### src/rtl/ram256_wb_port_if.sv
// ============================================================================
// Module  : ram256_wb_port_if
// Brief   : Wishbone-classic signal bundle between the SoC interconnect and
//           the RAM256 bus port.
// Rev     : 1.0  initial release
// ============================================================================
`default_nettype none

interface ram256_wb_port_if #(
  parameter int WSIZE = 4
);
  logic               wb_cyc_i;
  logic               wb_stb_i;
  logic               wb_we_i;
  logic [WSIZE-1:0]   wb_sel_i;
  logic [31:0]        wb_adr_i;
  logic [WSIZE*8-1:0] wb_dat_i;
  logic [WSIZE*8-1:0] wb_dat_o;
  logic               wb_ack_o;

  modport master (
    output wb_cyc_i, wb_stb_i, wb_we_i, wb_sel_i, wb_adr_i, wb_dat_i,
    input  wb_dat_o, wb_ack_o
  );

  modport slave (
    input  wb_cyc_i, wb_stb_i, wb_we_i, wb_sel_i, wb_adr_i, wb_dat_i,
    output wb_dat_o, wb_ack_o
  );
endinterface

`default_nettype wire

### src/rtl/ram256_wb_port.sv
// ============================================================================
// Module  : ram256_wb_port
// Brief   : Wishbone-classic slave driving one RAM256 port; one RAM cycle per
//           transfer, registered ack. Define RAM256_WB_ZERO_INIT_EN to zero-fill
//           the array after reset.
// Rev     : 1.0  initial release
// ============================================================================
`default_nettype none

module ram256_wb_port #(
  parameter int          WSIZE     = 4,
  parameter logic [31:0] BASE_ADDR = 32'h0000_0000,
  parameter logic [31:0] ADDR_MASK = 32'hFFFF_FC00
) (
  input  wire logic               wb_clk_i,
  input  wire logic               wb_rst_i,
  ram256_wb_port_if.slave         wb,
  output logic                    ram_en0,
  output logic [WSIZE-1:0]        ram_we0,
  output logic [7:0]              ram_a0,
  output logic [WSIZE*8-1:0]      ram_di0,
  input  wire logic [WSIZE*8-1:0] ram_do0,
  output logic                    init_done
);

  typedef enum logic [1:0] {
    ST_INIT = 2'd0,
    ST_IDLE = 2'd1,
    ST_ACK  = 2'd2
  } state_t;

  state_t state_q, state_d;
  logic   we_q, we_d;
  logic   w_hit;
  logic   w_req;

`ifdef RAM256_WB_ZERO_INIT_EN
  localparam state_t c_reset_state = ST_INIT;
  logic [7:0] cnt_q, cnt_d;
  assign init_done = (state_q != ST_INIT);
`else
  localparam state_t c_reset_state = ST_IDLE;
  assign init_done = 1'b1;
`endif

  assign w_hit = ((wb.wb_adr_i & ADDR_MASK) == BASE_ADDR);
  assign w_req = wb.wb_cyc_i & wb.wb_stb_i & w_hit;

  // Ack is a pure function of the state register, so it is registered.
  assign wb.wb_ack_o = (state_q == ST_ACK);
  assign wb.wb_dat_o = ((state_q == ST_ACK) && !we_q) ? ram_do0 : '0;

  always_comb begin
    state_d = state_q;
    we_d    = we_q;
    ram_en0 = 1'b0;
    ram_we0 = '0;
    ram_a0  = '0;
    ram_di0 = '0;
`ifdef RAM256_WB_ZERO_INIT_EN
    cnt_d   = cnt_q;
`endif
    case (state_q)
      ST_INIT: begin
`ifdef RAM256_WB_ZERO_INIT_EN
        ram_en0 = 1'b1;
        ram_we0 = '1;
        ram_a0  = cnt_q;
        cnt_d   = cnt_q + 8'd1;
        if (cnt_q == 8'hFF) begin
          state_d = ST_IDLE;
        end
`else
        state_d = ST_IDLE;
`endif
      end
      ST_IDLE: begin
        if (w_req) begin
          ram_en0 = 1'b1;
          ram_a0  = wb.wb_adr_i[9:2];
          ram_di0 = wb.wb_dat_i;
          ram_we0 = wb.wb_we_i ? wb.wb_sel_i : '0;
          we_d    = wb.wb_we_i;
          state_d = ST_ACK;
        end
      end
      // Always return to IDLE so a lingering strobe is not issued twice.
      ST_ACK: begin
        state_d = ST_IDLE;
      end
      default: begin
        state_d = ST_IDLE;
      end
    endcase
    // Nothing reaches the RAM while reset is held.
    if (wb_rst_i) begin
      ram_en0 = 1'b0;
      ram_we0 = '0;
      ram_a0  = '0;
      ram_di0 = '0;
    end
  end

  always_ff @(posedge wb_clk_i) begin
    if (wb_rst_i) begin
      state_q <= c_reset_state;
      we_q    <= 1'b0;
`ifdef RAM256_WB_ZERO_INIT_EN
      cnt_q   <= 8'd0;
`endif
    end else begin
      state_q <= state_d;
      we_q    <= we_d;
`ifdef RAM256_WB_ZERO_INIT_EN
      cnt_q   <= cnt_d;
`endif
    end
  end

endmodule

`default_nettype wire

### src/flat_wrapper.sv
// flat-port wrapper written by rule: the top's interface ports become plain ports
module ram256_wb_port_flat 
#(
  parameter int          WSIZE     = 4,
  parameter logic [31:0] BASE_ADDR = 32'h0000_0000,
  parameter logic [31:0] ADDR_MASK = 32'hFFFF_FC00
)
  (wb_clk_i, wb_rst_i, ram_en0, ram_we0, ram_a0, ram_di0, ram_do0, init_done, wb_wb_cyc_i, wb_wb_stb_i, wb_wb_we_i, wb_wb_sel_i, wb_wb_adr_i, wb_wb_dat_i, wb_wb_dat_o, wb_wb_ack_o);
  ram256_wb_port_if #(.WSIZE(WSIZE)) wb_i ();
  input  wire logic wb_clk_i;
  input  wire logic wb_rst_i;
  output logic ram_en0;
  output logic [WSIZE-1:0] ram_we0;
  output logic [7:0] ram_a0;
  output logic [WSIZE*8-1:0] ram_di0;
  input  wire logic [WSIZE*8-1:0] ram_do0;
  output logic init_done;
  input wire logic [$bits(wb_i.wb_cyc_i)-1:0] wb_wb_cyc_i;
  input wire logic [$bits(wb_i.wb_stb_i)-1:0] wb_wb_stb_i;
  input wire logic [$bits(wb_i.wb_we_i)-1:0] wb_wb_we_i;
  input wire logic [$bits(wb_i.wb_sel_i)-1:0] wb_wb_sel_i;
  input wire logic [$bits(wb_i.wb_adr_i)-1:0] wb_wb_adr_i;
  input wire logic [$bits(wb_i.wb_dat_i)-1:0] wb_wb_dat_i;
  output wire logic [$bits(wb_i.wb_dat_o)-1:0] wb_wb_dat_o;
  output wire logic [$bits(wb_i.wb_ack_o)-1:0] wb_wb_ack_o;
  assign wb_i.wb_cyc_i = wb_wb_cyc_i;
  assign wb_i.wb_stb_i = wb_wb_stb_i;
  assign wb_i.wb_we_i = wb_wb_we_i;
  assign wb_i.wb_sel_i = wb_wb_sel_i;
  assign wb_i.wb_adr_i = wb_wb_adr_i;
  assign wb_i.wb_dat_i = wb_wb_dat_i;
  assign wb_wb_dat_o = wb_i.wb_dat_o;
  assign wb_wb_ack_o = wb_i.wb_ack_o;
  ram256_wb_port #(.WSIZE(WSIZE), .BASE_ADDR(BASE_ADDR), .ADDR_MASK(ADDR_MASK)) u_core (.wb_clk_i(wb_clk_i), .wb_rst_i(wb_rst_i), .wb(wb_i), .ram_en0(ram_en0), .ram_we0(ram_we0), .ram_a0(ram_a0), .ram_di0(ram_di0), .ram_do0(ram_do0), .init_done(init_done));
endmodule
### config.mk
export PLATFORM = sky130hd
export DESIGN_NAME = ram256_wb_port_flat
export DESIGN_NICKNAME = d
export VERILOG_FILES = /design/src/rtl/ram256_wb_port_if.sv /design/src/rtl/ram256_wb_port.sv /design/src/flat_wrapper.sv
export SDC_FILE = /design/constraint.sdc
export NUM_CORES = 1
export LEC_CHECK = 0
export BUFFER_PORTS_ARGS = -buffer_cell sky130_fd_sc_hd__buf_2
export CAP_MARGIN = 5
export CORE_AREA = 2 2 72 74
export CTS_BUF_LIST = sky130_fd_sc_hd__clkbuf_8
export CTS_CLUSTER_DIAMETER = 30
export CTS_CLUSTER_SIZE = 30
export DETAILED_ROUTE_END_ITERATION = 7
export DIE_AREA = 0 0 74 76
export PLACE_DENSITY = 0.6
export SETUP_SLACK_MARGIN = 0.3
export SLEW_MARGIN = 25
export SYNTH_ARGS = -nofsm -noshare
export SYNTH_HDL_FRONTEND = slang
export SYNTH_SLANG_ARGS = --single-unit
### constraint.sdc
create_clock -name wb_clk_i -period 1.3 [get_ports wb_clk_i]
set_input_delay 0.13 -clock wb_clk_i [delete_from_list [all_inputs] [get_ports wb_clk_i]]
set_output_delay 0.13 -clock wb_clk_i [all_outputs]
set_load 0.05 [all_outputs]
==> results of run 1 <==
-- layer usage --
| metal | GRT usage [%] | share of wire (%) |
|---|---|---|
| met2 | 29.9 | 58 |
| met1 | 13.8 | 31 |
| met5 | 0 | 0 |
| met4 | 3.82 | 0.83 |
| met3 | 2.78 | 10 |
-- worst max-delay path, stage by stage, from the launching register on --
cell and delay, ns:
dfxtp_2 0.31, nor4bb_2 0.27, nand4_1 0.14, buf_6 0.15
nor3_4 0.15, buf_6 0.16, buf_16 0.13, and2_4 0.15
buf_8 0.14
-- synthesized netlist by cell type --
library cell / count
nor4b_2: 2
dfxtp_1: 3
nor3_2: 1
buf_2: 4
nor4_1: 4
clkbuf_1: 3
o21ai_0: 1
conb_1: 1
buf_4: 1
nand3_1: 1
nand2b_1: 1
inv_1: 1
nor4bb_1: 1
and2_1: 76
nand4_1: 1
nor3_1: 1
nor2_1: 1
nor2b_1: 3
-- cell type report --
type | instances | area share, %
Sequential cell | 3 | 2.04
Inverter | 1 | 0.123
Multi-Input combinational cell | 94 | 27.2
Tap cell | 70 | 2.86
Clock inverter | 1 | 0.123
Clock buffer | 3 | 1.35
Timing Repair Buffer | 203 | 66.3
-- power groups by stage --
stage / sequential, mW / clock [mW] / combinational (mW)
floorplan: 0.0939 / 0 / 0.0165
global placement: 0.0939 / 0 / 0.166
detailed placement: 0.0939 / 0 / 0.168
CTS: 0.0927 / 0.273 / 0.169
global route: 0.0926 / 0.286 / 0.189
finish: 0.0927 / 0.265 / 0.174
-- sequential cells by signal, indices dropped and copies added (netlist names) --
| register | flops |
|---|---|
| u_core.state_q | 2 |
| u_core.we_q | 1 |
-- per-stage QoR --
step                      total power, mW  std cells
after global routing                0.568        375
after CTS                           0.534        367
final                               0.532        375
after global placement              0.259        355
after floorplan                     0.110        106
after detailed placement            0.262        355
-- how the worst max path moves through the flow --
| stage | startpoint | end | slack, ns | depth (start not counted) |
|---|---|---|---|---|
| floorplan | u_core.state_q[1] | ram_di0[23] | -0.36 | 5 |
| global placement | wb_wb_adr_i[13] | ram_di0[22] | -0.63 | 9 |
| detailed placement | wb_wb_adr_i[13] | ram_di0[22] | -0.61 | 9 |
| CTS | u_core.state_q[1] | ram_di0[5] | -0.68 | 8 |
| global route | u_core.state_q[1] | ram_di0[11] | -0.78 | 8 |
| finish | u_core.state_q[1] | ram_di0[11] | -0.67 | 8 |
-- cells by family (layout without fill, tap and decap cells) --
kind of cell | after synthesis | count (layout)
AOI/OAI and AO/OA | 1 | 1
buffers and inverters | 9 | 208
DFF | 3 | 3
and+or+nand+nor | 92 | 92
other | 1 | 1
-- what timing repair did --
action                                  4_1_cts  5_1_grt
setup buffers                                 6        2
cloned                                        2        6
endpoints found under the setup margin       81       81
gates resized for setup                     213       36
pin swaps                                     2       15
==> flow_summary.ini, run 1 <==
[sta]
whs_ns = 0.187
maxSlewViolCount = 0
setup_tns_ns = -36.56
finalSetupViolations = 80
rsz0062_at_grt = yes
period_needed_ns = 1.97
clock.fmax_ghz = 0.508
fin_skew_ns = 0.000154
post-route-period-util_pct = 151
hold_viol_final = 0
setup_slack_ns = -0.669

[placed_design]
dp_hpwl_um = 2990
dpl_cell_area_mm2 = 0.00194
gp_congestion = 0.757
numPortBuffers = 180
place_ws_ns = -0.607

[clocking]
cts_max_level = 1
holdBufCountCts = 0
clock_latency_ns = 0.22
cts_buffer_depth = 2
cts_buffers = 3
clock-sinks = 3
path_clk_slew_ns = 0.03
cts_tree = done
cts_root_buffer = clkbuf_8

[run_status]
status = complete, but fails checks
violations = negative setup slack

[logic_synthesis]
synth_adder_area_share_pct = 0
synth_top_family_by_area = simple AND/OR/NAND/NOR gates
avgSynthCellArea_um2 = 6.67
synthesis.area_um2 = 707
synth_xor_area_share_pct = 0
synth-seq-area-share_pct = 8.50
synth_compound_area_share_pct = 0.708
synth_area_leaders = and2_1, dfxtp_1, nor4b_2
synth.net_count = 211
synth.distinct_cells = 18
synth-warning-count = 0
yosys.area_share.simple_pct = 84.2
ys_ff_latch = 3
synthMuxAreaShare_pct = 0
synth_cells = 106
yosysTopAreaCell = and2_1
synth_top_area_share_pct = 67.3

[hold_path]
hold_end = u_core.state_q[1]
min_path_type = in -> reg
hold_path_depth = 2
worstHoldStart = wb_rst_i

[pwr]
switchingPower_uw = 125
power_density_mw_per_mm2 = 174
internal-power_uw = 407
swShare_pct = 23.5
p_leak_nw = 1.56
peakVddDrop_v = 0.000156
pwr-share-clk_pct = 49.9
p_seq_share_pct = 17.4
pwr-share-comb_pct = 32.7

[critical_path]
cp.required_ns = 1.17
crit_fanout = 11
r2r-start = u_core.state_q[1]
arrival_ns = 1.84
start_kind = register
rrSetupSlack_ns = -0.15
crit_type = reg -> out
timing.rr.end = u_core.state_q[0]
endpoint_kind = output pin
reg2reg_depth = 7

[floorplan]
coreArea_mm2 = 0.00491
dieArea_mm2 = 0.00562
io_pins = 184
start_util_pct = 14.4
die_y_um = 76
die_w_um = 74
fp-row-count = 26

[layout]
layout-drive-gt1-share_pct = 95.7
fin_area_mm2 = 0.00306
final_cell_mix = buf_2, buf_8, and2_4, buf_6, buf_4
diodes = 0
area_growth_pct = 333
multiInputGateArea_um2 = 832
fillCellCount = 370
mostFrequentLayoutCell = buf_2
nNetsFinal = 411
ff_latch_area_um2 = 62.6
final_core_util_pct = 62.3

[routing]
antenna_left = 0
vias_per_cell = 4.08
dr.pass1.iters = 4
drc_errors = 0
num_vias = 1531
wl_um = 5080
drt_iter0_markers = 19
wl_per_cell_um = 13.6

[global_route]
grt_remaining_overflow = 0
grt_max_degree = 22
track_usage_pct = 14.6
antenna_found_initial = 0
grt_first_pass_wirelength_um = 6480
grt_pass1_vias = 1468

[run]
maxCapViolCount = 0
No activity file was read; power rests on OpenSTA's default activity.
==> run 2, diff against run 1 <==
Settings changed: RECOVER_POWER set to 100.
==> flow_summary.ini, run 2 (synthesis results as in run 1) <==
[placed_design]
dpl_cell_area_mm2 = 0.00194
gp_congestion = 0.757
dp_hpwl_um = 2990
dp.cells = 355
numPortBuffers = 180

[layout]
fillCellCount = 372
reg_top3 = u_core.state_q (2), u_core.we_q (1)
registers.top_by_ff_count = u_core.state_q
area_growth_pct = 332
layout.cells.non_filler = 375
fin_area_mm2 = 0.00305
largest_reg_flops = 2
diodes = 0
layout-drive-gt1-share_pct = 95.7
mostFrequentLayoutCell = buf_2
nNetsFinal = 411
final_cell_mix = buf_2, buf_8, and2_4, buf_6, buf_4

[sta]
setup_slack_ns = -0.672
maxSlewViolCount = 0
post-route-period-util_pct = 152
period_needed_ns = 1.97
hold_viol_final = 0
whs_ns = 0.187
clock.fmax_ghz = 0.507
fin_skew_ns = 0.000154
rsz0062_at_grt = yes
finalSetupViolations = 80

[floorplan]
coreArea_mm2 = 0.00491
dieArea_mm2 = 0.00562
die_w_um = 74
die_y_um = 76
io_pins = 184
fp-row-count = 26
start_util_pct = 14.4

[critical_path]
critPathMaxStageDelay_ns = 0.31
crit_chain = nor4bb_2, nand4_1, buf_6, nor3_4, buf_6, buf_16, and2_4, buf_8
endpoint_kind = output pin
arrival_ns = 1.84
start_kind = register
cpMaxStageDelayCell = dfxtp_2
cp.buffers_inverters = 4
reg2reg_depth = 7
crit_family = simple AND/OR/NAND/NOR gates
crit_type = reg -> out
cp.depth = 8
crit_fanout = 11
cp.required_ns = 1.17
crit_top_cell = buf_6

[routing]
wl_per_cell_um = 13.6
drt_iter0_markers = 19
drc_errors = 0
dr.pass1.iters = 4
wl_um = 5090
vias_per_cell = 4.08
antenna_left = 0
num_vias = 1531

[hold_path]
min_path_type = in -> reg
hold_path_depth = 2

[clocking]
cts_max_level = 1
cts_buffer_depth = 2
cts_buffers = 3
cts_root_buffer = clkbuf_8
path_clk_slew_ns = 0.03
clock-sinks = 3
cts_tree = done
clock_latency_ns = 0.22

[global_route]
grt_first_pass_wirelength_um = 6480
grt_pass1_vias = 1468
antenna_found_initial = 0
grt_remaining_overflow = 0
track_usage_pct = 14.6
grt_max_degree = 22

[pwr]
p_seq_share_pct = 17.4
peakVddDrop_v = 0.000156
p_leak_nw = 1.56
power_density_mw_per_mm2 = 174
switchingPower_uw = 125
finalPower_uw = 532
pwr-share-clk_pct = 49.9
pwr-share-comb_pct = 32.7
internal-power_uw = 407
swShare_pct = 23.5

[run_status]
violations = negative setup slack
status = complete, but fails checks

[run]
maxCapViolCount = 0
-- run 2: power by group through the flow --
stage / clock network [mW] / logic, mW / registers (mW)
global placement: 0 / 0.166 / 0.0939
detailed placement: 0 / 0.168 / 0.0939
CTS: 0.273 / 0.169 / 0.0927
floorplan: 0 / 0.0165 / 0.0939
finish: 0.265 / 0.174 / 0.0927
global route: 0.286 / 0.189 / 0.0926
-- run 2: worst paths after layout --
| kind | slack, ns | endpoint | startpoint |
|---|---|---|---|
| setup / recovery | -0.67 | ram_di0[11] | u_core.state_q[1] |
| hold / removal | 0.19 | u_core.state_q[1] | wb_rst_i |
| setup reg to reg | -0.15 | u_core.state_q[0] | u_core.state_q[1] |
| hold reg to reg | 0.64 | u_core.we_q | u_core.we_q |
-- run 2: stage by stage --
step                setup slack [ns]  utilization (%)  setup TNS [ns]
floorplan                     -0.361                -          -19.25
finish                        -0.672             62.1          -36.73
global route                  -0.776             62.1          -43.64
CTS                           -0.678             57.0          -37.19
detailed placement            -0.607             39.6          -27.64
global placement              -0.633             39.6          -28.71
-- run 2: worst register-to-register path: stages, from the launching register on --
cell      delay [ns]
dfxtp_2         0.31
nor4bb_2        0.28
nand4_1         0.14
buf_6           0.15
nor3_4          0.15
buf_6           0.16
buf_6           0.12
inv_2           0.03
-- run 2: final cells by class --
| type | instances | area [um^2] | share of cell area [%] |
|---|---|---|---|
| Timing Repair Buffer | 203 | 2020 | 66.2 |
| Multi-Input combinational cell | 94 | 832 | 27.3 |
| Tap cell | 70 | 87.6 | 2.87 |
| Sequential cell | 3 | 62.6 | 2.05 |
| Clock buffer | 3 | 41.3 | 1.35 |
| Clock inverter | 1 | 3.75 | 0.123 |
| Inverter | 1 | 3.75 | 0.123 |
-- run 2: repair_timing --
| item | 4_1_cts | 5_1_grt |
|---|---|---|
| cloned | 2 | 6 |
| hold buffers | 0 | 0 |
| buffers inserted | 6 | 2 |
| gates resized for setup | 213 | 36 |
| endpoints found under the setup margin | 81 | 81 |
| pin swaps | 2 | 15 |
-- run 2: per-layer routing --
layer | share of wire (%) | vias to the layer above | global-route usage, %
li1 | - | 727 | -
met1 | 31 | 685 | 13.8
met2 | 58 | 115 | 29.9
met3 | 10 | 4 | 2.78
met4 | 0.83 | 0 | 3.82
met5 | 0 | - | 0
==> run 3, diff against run 2 <==
Settings changed: BUFFER_PORTS_ARGS -buffer_cell sky130_fd_sc_hd__buf_2 to unset, CAP_MARGIN 5 to unset, CORE_AREA 2 2 72 74 to 2 2 71 73, DIE_AREA 0 0 74 76 to 0 0 73 75, DONT_BUFFER_PORTS set to 1, PLACE_DENSITY 0.6 to 0.3.
==> flow_summary.ini, run 3 (synthesis results as in run 1) <==
[run_status]
status = complete, but fails checks
violations = negative setup slack

[critical_path]
crit_fanout = 10
rrSetupSlack_ns = -0.36
start_kind = register
r2r-start = u_core.state_q[1]
critPathMaxStageDelay_ns = 0.31
crit_start = u_core.state_q[1]
cp.required_ns = 1.17
endpoint_kind = output pin
crit_type = reg -> out
timing.rr.end = u_core.state_q[0]
cpMaxStageDelayCell = dfxtp_2
crit_top_cell = buf_6
critPathCapture = ram_a0[4]
crit_chain = nor4bb_2, nand4_1, buf_6, nor3_4, buf_6, clkbuf_16, and2_4
arrival_ns = 1.87
reg2reg_depth = 8

[sta]
rsz0062_at_grt = yes
maxSlewViolCount = 0
period_needed_ns = 2.00
post-route-period-util_pct = 154
setup_slack_ns = -0.703
clock.fmax_ghz = 0.499
fin_skew_ns = 0.000626
hold_viol_final = 0
setup_tns_ns = -34.66
finalSetupViolations = 79

[routing]
antenna_left = 0
wl_per_cell_um = 19.8
dr.pass1.iters = 3
wl_um = 3460
drt_iter0_markers = 10
vias_per_cell = 4.70
num_vias = 823
drc_errors = 0

[layout]
final_core_util_pct = 27.7
area_growth_pct = 82.7
ff_latch_area_um2 = 62.6
fillCellCount = 495
multiInputGateArea_um2 = 821
registers.top_by_ff_count = u_core.state_q
final_cell_mix = and2_4, buf_6, nor4_1, buf_4
largest_reg_flops = 2
layout-drive-gt1-share_pct = 86.8
nNetsFinal = 227
mostFrequentLayoutCell = and2_4
diodes = 0
reg_top3 = u_core.state_q (2), u_core.we_q (1)

[clocking]
cts_root_buffer = clkbuf_8
cts_max_level = 1
cts_buffers = 3
path_clk_slew_ns = 0.03
clock_latency_ns = 0.22
cts_buffer_depth = 2
clock-sinks = 3
cts_tree = done

[hold_path]
min_path_type = in -> reg

[global_route]
grt_first_pass_wirelength_um = 3960
grt_pass1_vias = 822
grt_remaining_overflow = 0
antenna_found_initial = 0
track_usage_pct = 9.76
grt_max_degree = 22

[pwr]
swShare_pct = 19.4
finalPower_uw = 375
peakVddDrop_v = 0.000198
p_seq_share_pct = 24.7
power_density_mw_per_mm2 = 290
internal-power_uw = 302
pwr-share-clk_pct = 70.4
switchingPower_uw = 72.8
p_leak_nw = 0.560
pwr-share-comb_pct = 4.9

[floorplan]
dieArea_mm2 = 0.00548
die_y_um = 75
io_pins = 184
die_w_um = 73
fp-row-count = 25
start_util_pct = 15.2
coreArea_mm2 = 0.00466

[run]
maxCapViolCount = 0

[placed_design]
numPortBuffers = 0
gp_congestion = 0.753
dp_hpwl_um = 2660
place_ws_ns = -0.494
-- run 3: cell count changes in the layout (fill, tap and decap cells not counted) --
cell,change
clkbuf_2,+1
buf_2,-102
buf_4,-2
nor3_4,-1
clkbuf_16,-1
nor3_1,+1
inv_2,-1
dlygate4sd3_1,+1
clkbuf_4,-1
buf_8,-76
inv_1,+1
buf_6,-4
-- run 3: layer usage --
layer | up-vias | routed length, um | track usage, %
met1 | 360 | 926 | 7.94
li1 | 357 | - | -
met2 | 104 | 2130 | 21.2
met3 | 2 | 394 | 3.48
met5 | - | 0 | 0
met4 | 0 | 16 | 2.67
-- run 3: worst min path at each step --
stage / start / end / slack, ns / cells after the start
6_report: wb_rst_i / u_core.we_q / 0.11 / 3
5_1_grt: wb_rst_i / u_core.we_q / 0.15 / 3
4_1_cts: wb_rst_i / u_core.we_q / 0.11 / 3
3_5_place_dp: wb_rst_i / u_core.state_q[1] / 0.22 / 1
3_3_place_gp: wb_rst_i / u_core.state_q[1] / 0.22 / 1
2_1_floorplan: wb_rst_i / u_core.state_q[1] / 0.21 / 1
-- run 3: per-stage QoR --
step	area (um^2)	hold slack (ns)	std cells
finish	1290	0.108	175
CTS	1180	0.113	169
detailed placement	1030	0.215	159
floorplan	946	0.209	106
global placement	1030	0.217	159
global route	1290	0.150	175
-- run 3: final cells by class --
cell class / count / area share (%)
clock buffers: 3 / 3.20
clock inverters: 1 / 0.291
inverters: 1 / 0.291
multi-input cells: 94 / 63.6
flip-flops and latches: 3 / 4.84
well taps: 54 / 5.23
repair buffers: 19 / 22.6
-- run 3: power groups by stage --
| stage | Clock, mW | Sequential (mW) | Combinational (mW) |
|---|---|---|---|
| after floorplan | 0 | 0.0939 | 0.0165 |
| after global placement | 0 | 0.0939 | 0.0155 |
| after detailed placement | 0 | 0.0939 | 0.0152 |
| after CTS | 0.269 | 0.0927 | 0.0170 |
| after global routing | 0.280 | 0.0926 | 0.0194 |
| final | 0.264 | 0.0927 | 0.0183 |
-- run 3: timing repair --
item	4_1_cts	5_1_grt
endpoints found under the hold margin	1	0
setup buffers	3	3
gates resized for setup	6	7
pin swaps	25	19
setup endpoints to repair	81	81
hold buffers	1	0
cloned	2	3
-- run 3: critical path: cells and delay by family (launching register included) --
family | cells | cell delay, ns
AND/OR/NAND/NOR | 4 | 0.88
buffers and inverters | 3 | 0.47
flip-flops | 1 | 0.31
